`src/rtl/edge_threshold.sv`:
```
// Serial |Gx|+|Gy| combiner: saturates each pixel to OUT_W bits and thresholds it into an edge map.
// Optional edge counter enabled by defining EDGE_THRESHOLD_COUNT_EN; otherwise edge_cnt is tied to 0.
module edge_threshold #(
   parameter int ROWS  = 4,
   parameter int COLS  = 4,
   parameter int IN_W  = 9,
   parameter int OUT_W = 8,
   localparam int N     = ROWS * COLS,
   localparam int IDX_W = $clog2(N),
   localparam int CNT_W = $clog2(N + 1)
) (
   input  logic                                      clk,
   input  logic                                      rst,
   input  logic                                      comb_en,
   input  logic [OUT_W-1:0]                          threshold,
   input  logic [ROWS-1:0][COLS-1:0][IN_W-1:0]       x_in,
   input  logic [ROWS-1:0][COLS-1:0][IN_W-1:0]       y_in,
   output logic [ROWS-1:0][COLS-1:0][OUT_W-1:0]      pix_out,
   output logic [N-1:0]                              edge_map,
   output logic [CNT_W-1:0]                          edge_cnt,
   output logic                                      busy,
   output logic                                      comb_done
);

   typedef enum logic [1:0] {IDLE, CALC, DONE} state_t;

   state_t                 state_reg;
   logic [IDX_W-1:0]       idx_reg;
   logic [OUT_W-1:0]       thr_reg;
   logic [IN_W-1:0]        x_reg [N];
   logic [IN_W-1:0]        y_reg [N];
   logic [N*OUT_W-1:0]     pix_reg;
   logic [N-1:0]           map_reg;

   logic [N*IN_W-1:0]      x_bits;
   logic [N*IN_W-1:0]      y_bits;
   logic [IN_W-1:0]        x_el [N];
   logic [IN_W-1:0]        y_el [N];

   logic                   start;
   logic                   calc;
   logic [IN_W:0]          sum_next;
   logic [OUT_W-1:0]       pix_next;
   logic                   edge_next;

   localparam logic [IN_W:0] SAT = (IN_W+1)'((1 << OUT_W) - 1);

   assign x_bits = x_in;
   assign y_bits = y_in;

   // Element k of the row-major input tile sits at flat offset k*IN_W.
   generate
      for (genvar gi = 0; gi < N; gi++) begin : g_el
         assign x_el[gi] = x_bits[gi*IN_W +: IN_W];
         assign y_el[gi] = y_bits[gi*IN_W +: IN_W];
      end
   endgenerate

   assign start = (state_reg == IDLE) && comb_en;
   assign calc  = (state_reg == CALC);

   always_comb begin
      sum_next  = {1'b0, x_reg[idx_reg]} + {1'b0, y_reg[idx_reg]};
      pix_next  = (sum_next > SAT) ? {OUT_W{1'b1}} : sum_next[OUT_W-1:0];
      edge_next = (pix_next > thr_reg);
   end

   always_ff @(posedge clk) begin
      if (rst) begin
         state_reg <= IDLE;
         idx_reg   <= '0;
         busy      <= 1'b0;
         comb_done <= 1'b0;
      end else begin
         comb_done <= 1'b0;
         case (state_reg)
            IDLE: begin
               if (comb_en) begin
                  idx_reg   <= '0;
                  busy      <= 1'b1;
                  state_reg <= CALC;
               end
            end
            CALC: begin
               if (idx_reg == IDX_W'(N - 1)) begin
                  state_reg <= DONE;
               end else begin
                  idx_reg <= idx_reg + 1'b1;
               end
            end
            DONE: begin
               comb_done <= 1'b1;
               busy      <= 1'b0;
               state_reg <= IDLE;
            end
            default: state_reg <= IDLE;
         endcase
      end
   end

   // Operand capture has no reset: the tile is only consumed after a start reloads it.
   always_ff @(posedge clk) begin
      if (!rst && start) begin
         x_reg   <= x_el;
         y_reg   <= y_el;
         thr_reg <= threshold;
      end
   end

   always_ff @(posedge clk) begin
      if (rst || start) begin
         pix_reg <= '0;
         map_reg <= '0;
      end else if (calc) begin
         map_reg[idx_reg] <= edge_next;
         for (int i = 0; i < N; i++) begin
            if (idx_reg == IDX_W'(i)) begin
               pix_reg[i*OUT_W +: OUT_W] <= pix_next;
            end
         end
      end
   end

   assign pix_out  = pix_reg;
   assign edge_map = map_reg;

`ifdef EDGE_THRESHOLD_COUNT_EN
   logic [CNT_W-1:0] cnt_reg;

   always_ff @(posedge clk) begin
      if (rst || start) begin
         cnt_reg <= '0;
      end else if (calc) begin
         cnt_reg <= cnt_reg + CNT_W'(edge_next);
      end
   end

   assign edge_cnt = cnt_reg;
`else
   assign edge_cnt = '0;
`endif

endmodule

```
`config.mk`:
```
export PLATFORM = sky130hd
export DESIGN_NAME = edge_threshold
export DESIGN_NICKNAME = d
export VERILOG_FILES = /design/src/rtl/edge_threshold.sv
export SDC_FILE = /design/constraint.sdc
export NUM_CORES = 1
export LEC_CHECK = 0
export BUFFER_PORTS_ARGS = -buffer_cell sky130_fd_sc_hd__buf_4
export CORE_MARGIN = 2
export CORE_UTILIZATION = 50
export CTS_CLUSTER_DIAMETER = 40
export DETAILED_ROUTE_END_ITERATION = 6
export PLACE_DENSITY = 0.76
export SETUP_SLACK_MARGIN = 0.3
export SLEW_MARGIN = 20
export SYNTH_ARGS = -nofsm -noshare
export SYNTH_HDL_FRONTEND = slang
export SYNTH_SLANG_ARGS = --single-unit
```
`constraint.sdc`:
```
create_clock -name clk -period 18.05 [get_ports clk]
set_input_delay 0 -clock clk [delete_from_list [all_inputs] [get_ports clk]]
set_output_delay 0 -clock clk [all_outputs]
set_load 0.01 [all_outputs]
```
Word-level counts from Yosys, hierarchy flattened
Cells that the tools add are included.

Add/subtract/negate cells: 2. Multiply operators: 0. Divide/modulo/power cells: 0. Magnitude comparators: 5. Equality and inequality tests: 20. Shift-type cells: 0. Mux-type cells: 19. Bitwise logic cells: 1. Reduce and logical (&&, ||, !) cells: 28.

Operators by type and width (count): binary-select mux 9 bit (select 4 bit) (2); 2-to-1 mux 9 bit (4); AND reduction 2 bit (18); == test 4 bit, second input constant (8); bitwise mux 16 bit (1); == test 4 x 3 -> 1 bit, second input constant (4); adder 9 x 9 -> 10 bit (1); > comparator 10 x 8 -> 1 bit, second input constant (1); == test 4 x 2 -> 1 bit, second input constant (2); > comparator 8 bit (1); 2-to-1 mux 4 bit (2); 2-to-1 mux 8 bit (1); one-hot mux 4 bit (2 select lines) (1); greater-or-equal comparator 5 bit, second input constant (1); < comparator 4 x 5 -> 1 bit, second input constant (1); inverter 4 -> 5 bit (1); adder 4 x 1 -> 4 bit, second input constant (1); demux 1 bit (select 4 bit) (1); == test 4 x 1 -> 1 bit, second input constant (1); greater-or-equal comparator 4 x 1 -> 1 bit, second input constant (1); logical NOT 4 bit (1); 2-to-1 mux 2 bit (2); inequality test 2 bit, second input constant (2); one-hot mux 2 bit (2 select lines) (1); other kinds (11) (16).

Flip-flop bits (word level): 448. Latch bits: 0. Memory bits (writable): 0. Bits in read-only memories: 0. Input bits: 299. Output and inout bits: 151. Word-level logic and storage cells: 129. Memories: 0.

Depth between registers and ports, before layout
Depth after elaboration: 9. Mapped depth: 21. Gate-level depth less buffers: 15.

Worst setup path before layout
OpenSTA, ideal clock, no wires.

Path kind: reg-to-reg. From: reg state_reg[0]. To: reg thr_reg[0], enable pin. Library setup time: 0.991 ns. Data arrival time: 13.698 ns. Data required time: 17.059 ns. Setup slack: 3.361 ns. Cell stages (with the launch flop): 3. Buffers on the path: 0. Clock period less this slack: 14.689 ns. Cell sequence: dfxtp_1 > nor3b_1 > nor2b_1.

Longest elaborated chain between the ends: 3.

Ends and longest elaborated chain: from (decl) (line 27) `state_t state_reg;`; from (signal assigned) (line 70) `state_reg <= IDLE;`; from (signal assigned) (line 81) `state_reg <= CALC;`; from (signal assigned) (line 86) `state_reg <= DONE;`; logical NOT 2 bit (line 59) `assign start = (state_reg == IDLE) && comb_en;`; logical AND 1 bit (line 59); logical AND 1 bit (line 103) `if (!rst && start) begin`; to (signal assigned) (line 106) `thr_reg <= threshold;`; to (decl) (line 29) `logic [OUT_W-1:0] thr_reg;`.

Every way passes these cells. A chain may end at the register's enable or synchronous reset.

Worst setup path in the final report
From: reg idx_reg[0]. To: reg map_reg[14] (netlist: edge_map[14]).

Longest elaborated chain between the ends: 9. Elaborated cells between the ends (all ways): 17. Classes of those cells: add/sub (1); order compare (4); mux (10); bitwise (1); reduce/logical (1).

Ends and longest elaborated chain: from (decl) (line 28) `logic [IDX_W-1:0] idx_reg;`; from (signal assigned) (line 88) `idx_reg <= idx_reg + 1'b1;`; inverter 4 -> 5 bit (not written as such) * (line 63) `sum_next = {1'b0, x_reg[idx_reg]} + {1'b0, y_reg[idx_reg]};`; binary-select mux 9 bit (select 4 bit) (line 63); 2-to-1 mux 9 bit (not written as such) (2 in series) (line 63); adder 9 x 9 -> 10 bit * (line 63); > comparator 10 x 8 -> 1 bit (line 64) `pix_next = (sum_next > SAT) ? {OUT_W{1'b1}} : sum_next[OUT_W-1:0];`; 2-to-1 mux 8 bit * (line 64); net pix_next[7] (line 43) `logic [OUT_W-1:0] pix_next;`; > comparator 8 bit * (line 65) `edge_next = (pix_next > thr_reg);`; bitwise mux 16 bit * (line 115) `map_reg[idx_reg] <= edge_next;`; to (signal, indexed assignment) (line 115); to (decl) (line 33) `logic [N-1:0] map_reg;`.

Mark *: on every way through the listed nets, which the timed path passes. The rest lies on a longest branch. The select of a mux whose other input is x is not followed.

==> metrics.md <==
| Metric | Value |
|---|---|
| Top sig layer | met5 |
| 1st-iter DRT viols | approximately 1,600 |
| Nature of the critical path endpoint | register |
| Seq/Total Area, Yosys | between 60% and 70% |
| Die W | approximately 190 µm |
| VDD IR max | 0.0881 mV |
| Area leader, netlist | edfxtp_1 |
| CTS tree | yes |
| Largest net degree at the start of global routing | about 130 |
| RSZ-0062 raised after global routing | false |
| Skew final | a little over 0.04 ns |
| Yosys warning total | 0 |
| Worst skew pair latency | approximately 0.6 ns |
| Yosys reg bits | approximately 450 |
| PwrDens | roughly 100 nW/µm² |
| Routed vias/inst | slightly below 6 |
| Core ar. | 33,600 µm² |
| Most frequent cells in the layout | buf_4 (459), dlygate4sd3_1 (298), edfxtp_1 (296), dfxtp_1 (148), o21ai_0 (134) |
| Worst Max-Slew Pin Slew | a little over 1 ns |
| Avg WL per Cell | approximately 25 µm |
| Clk buf depth | 3 |
| Clk slew on worst S/H paths | approximately 0.06 ns |
| RePlAce Congestion | between 0.8 and 0.9 |
| Post-synth EDFFs | ~300 |
| Initial Utilization | a little over 50% |
| Total track usage | between 30 and 40% |
| Setup Viol. Count Final | 0 |
| Final Hold Fails | 0 |
| Slew Viols, Final | 0 |
| H-tree Lvls | 2 |
| Metal3 WL | a little under 6000 µm |
| Setup_tns | 0 ns |
| Setup crit start kind | register |
| Post-synthesis cell type count | 41 |
| Cell row count | 67 |
| Drt total wl | 59,500 µm |
| Arr. time, crit path | around 8.4 ns |
| Mean Syn Cell Area | 15.3 µm² |
| Full die area | roughly 36,000 µm² |
| Fin nets | 2,166 |
| Ys async rst share | 0% |
| Leading post-synthesis cells by cell area | edfxtp_1 (52%), dfxtp_1 (18%), mux4_2 (12%) |
| Vias in the first global route | roughly 14,000 |
| Grt ovf | 0 |
| CP Class | register to register |
| Die height | 189 µm |
| Static leakage | 9.77 nW |
| Layout cells sized above 1 | 34.7% |
| Post-detailed-route DRC marker count | 0 |
| Total iterations of the first detailed-routing run | 5 |
| I/O Buffers | about 440 |
| First-pass GRT wire length | approximately 86,000 µm |
| Synth Flop Type | edfxtp_1 |
| Fin util | approximately three quarters |
| Commonest non-fill, non-tap cell in the layout | buf_4 |
| Fillers | around 1,800 |
| Footprint of the multi-input gates | approximately 4800 µm² |
| Via count | roughly 14,000 |
| MaxCap Viol Count | 0 |
| Worst hold path type | input pin to register |
| # clock sinks | roughly 450 |
| I/O pins | 450 |
| Initial antenna violation count | 11 |
| Num CTS Buffers | 51 |
| CTS resizes | 0 |
| Status | completed |
| Slew HR | a little under a third |
| Highest net fanout along the worst path | a little under 70 |
| Mapped Cells | approximately 1,100 |
| Worst Path Required | about 19 ns |
| Cell Area, Synth | 17,100 µm² |
| Met1 wire length | 21,100 µm |
| Post-CTS Setup Bufs | 0 |
| Crit path time final | slightly below 8 ns |
| DR WL met2 | roughly 30,000 µm |
| Reg area | 11,900 µm² |
| Area delta synth->final | 49.4% |
| Cts hold-fix bufs | 298 |
| Fmax achieved | about 130 MHz |
| Post-DRT Antenna Nets | 0 |
| CTS Root Cell | clkbuf_16 |
| Hpwl dp | roughly 32,000 µm |
| Share of the synthesized area in the top cell type | between 50 and 60% |
| Crit share post-route | 43.6% |
-- power breakdown --
group          internal [mW]  switching (mW)
combinational          0.151           0.183
clock                  0.600           0.464
sequential              1.13          0.0191
total                   1.88           0.667
-- worst max-delay path, stage by stage (launching register included) --
cell      delay (ns)
dfxtp_4         0.81
buf_4           0.75
mux4_2          0.61
mux4_2          0.49
ha_1            0.28
fa_1            0.51
a211oi_2        0.26
nor3_1          0.10
or4_1           0.47
a221oi_4        0.32
buf_4           0.60
buf_4           0.66
nand2_1         0.12
ha_1            0.36
and4_1          0.20
and3_1          0.21
a311oi_4        0.67
nand2_1         0.15
a21oi_1         0.16
-- logic make-up (layout without fill, tap and decap cells) --
kind of cell / after synthesis / count (layout) / share of synthesized area, %
flops: 448 / 448 / 69.7
compound gates: 309 / 309 / 10.0
simple gates: 142 / 142 / 3.75
buf+inv: 99 / 865 / 2.70
mux: 90 / 90 / 11.8
fa+ha+maj: 22 / 22 / 1.65
xor+xnor: 6 / 6 / 0.307
other cells: 1 / 13 / 0.0219
-- worst paths after layout --
kind	startpoint	to	slack [ns]	cells after the start
min	y_in[127]	y_reg[10]	0.13	2
max reg2reg	idx_reg[0]	edge_map[14]	10.18	18
min reg2reg	edge_map[0]	edge_map[0]	0.46	2
max	idx_reg[0]	edge_map[14]	10.18	18
-- synthesized netlist by cell type, types with 3 or more instances --
cell type  count
nor2b_1        7
a21oi_1       61
a21o_1         6
xnor2_1        3
a31oi_1       98
nor2_1        40
dfxtp_1      152
and2_0        16
o21ai_0      134
and3_1         3
edfxtp_1     296
inv_1         11
ha_1          21
nand3_1        4
buf_2         23
nand2_1       60
mux4_2        90
buf_1          4
clkbuf_1      49
xor2_1         3
buf_4          6
buf_6          5
nor3_1         3
-- stage by stage --
stage,hold slack (ns),setup slack [ns],power (mW),area (µm²),instances
after global placement,0.179,10.12,1.42,20800,1942
after global routing,0.132,9.67,2.61,25600,2341
after detailed placement,0.179,9.90,1.43,20800,1942
final,0.132,10.18,2.55,25600,2343
after CTS,0.120,9.86,2.51,25500,2335
after floorplan,0.0989,3.36,1.32,17100,1121
-- layer usage --
| layer | vias to the layer above | GRT usage (%) |
|---|---|---|
| met5 | - | 0 |
| met3 | 168 | 7.10 |
| met4 | 8 | 13.7 |
| met2 | 953 | 56.9 |
| li1 | 5816 | - |
| met1 | 6731 | 39.4 |
-- final cells by class --
type / count / area share (%)
Sequential cell: 448 / 46.7
Antenna cell: 8 / 0.0783
Inverter: 11 / 0.161
Clock inverter: 38 / 1.62
Clock buffer: 57 / 5.16
Tap cell: 448 / 2.19
Multi-Input combinational cell: 574 / 18.9
Timing Repair Buffer: 759 / 25.2
No activity file was read; power rests on OpenSTA's default activity.
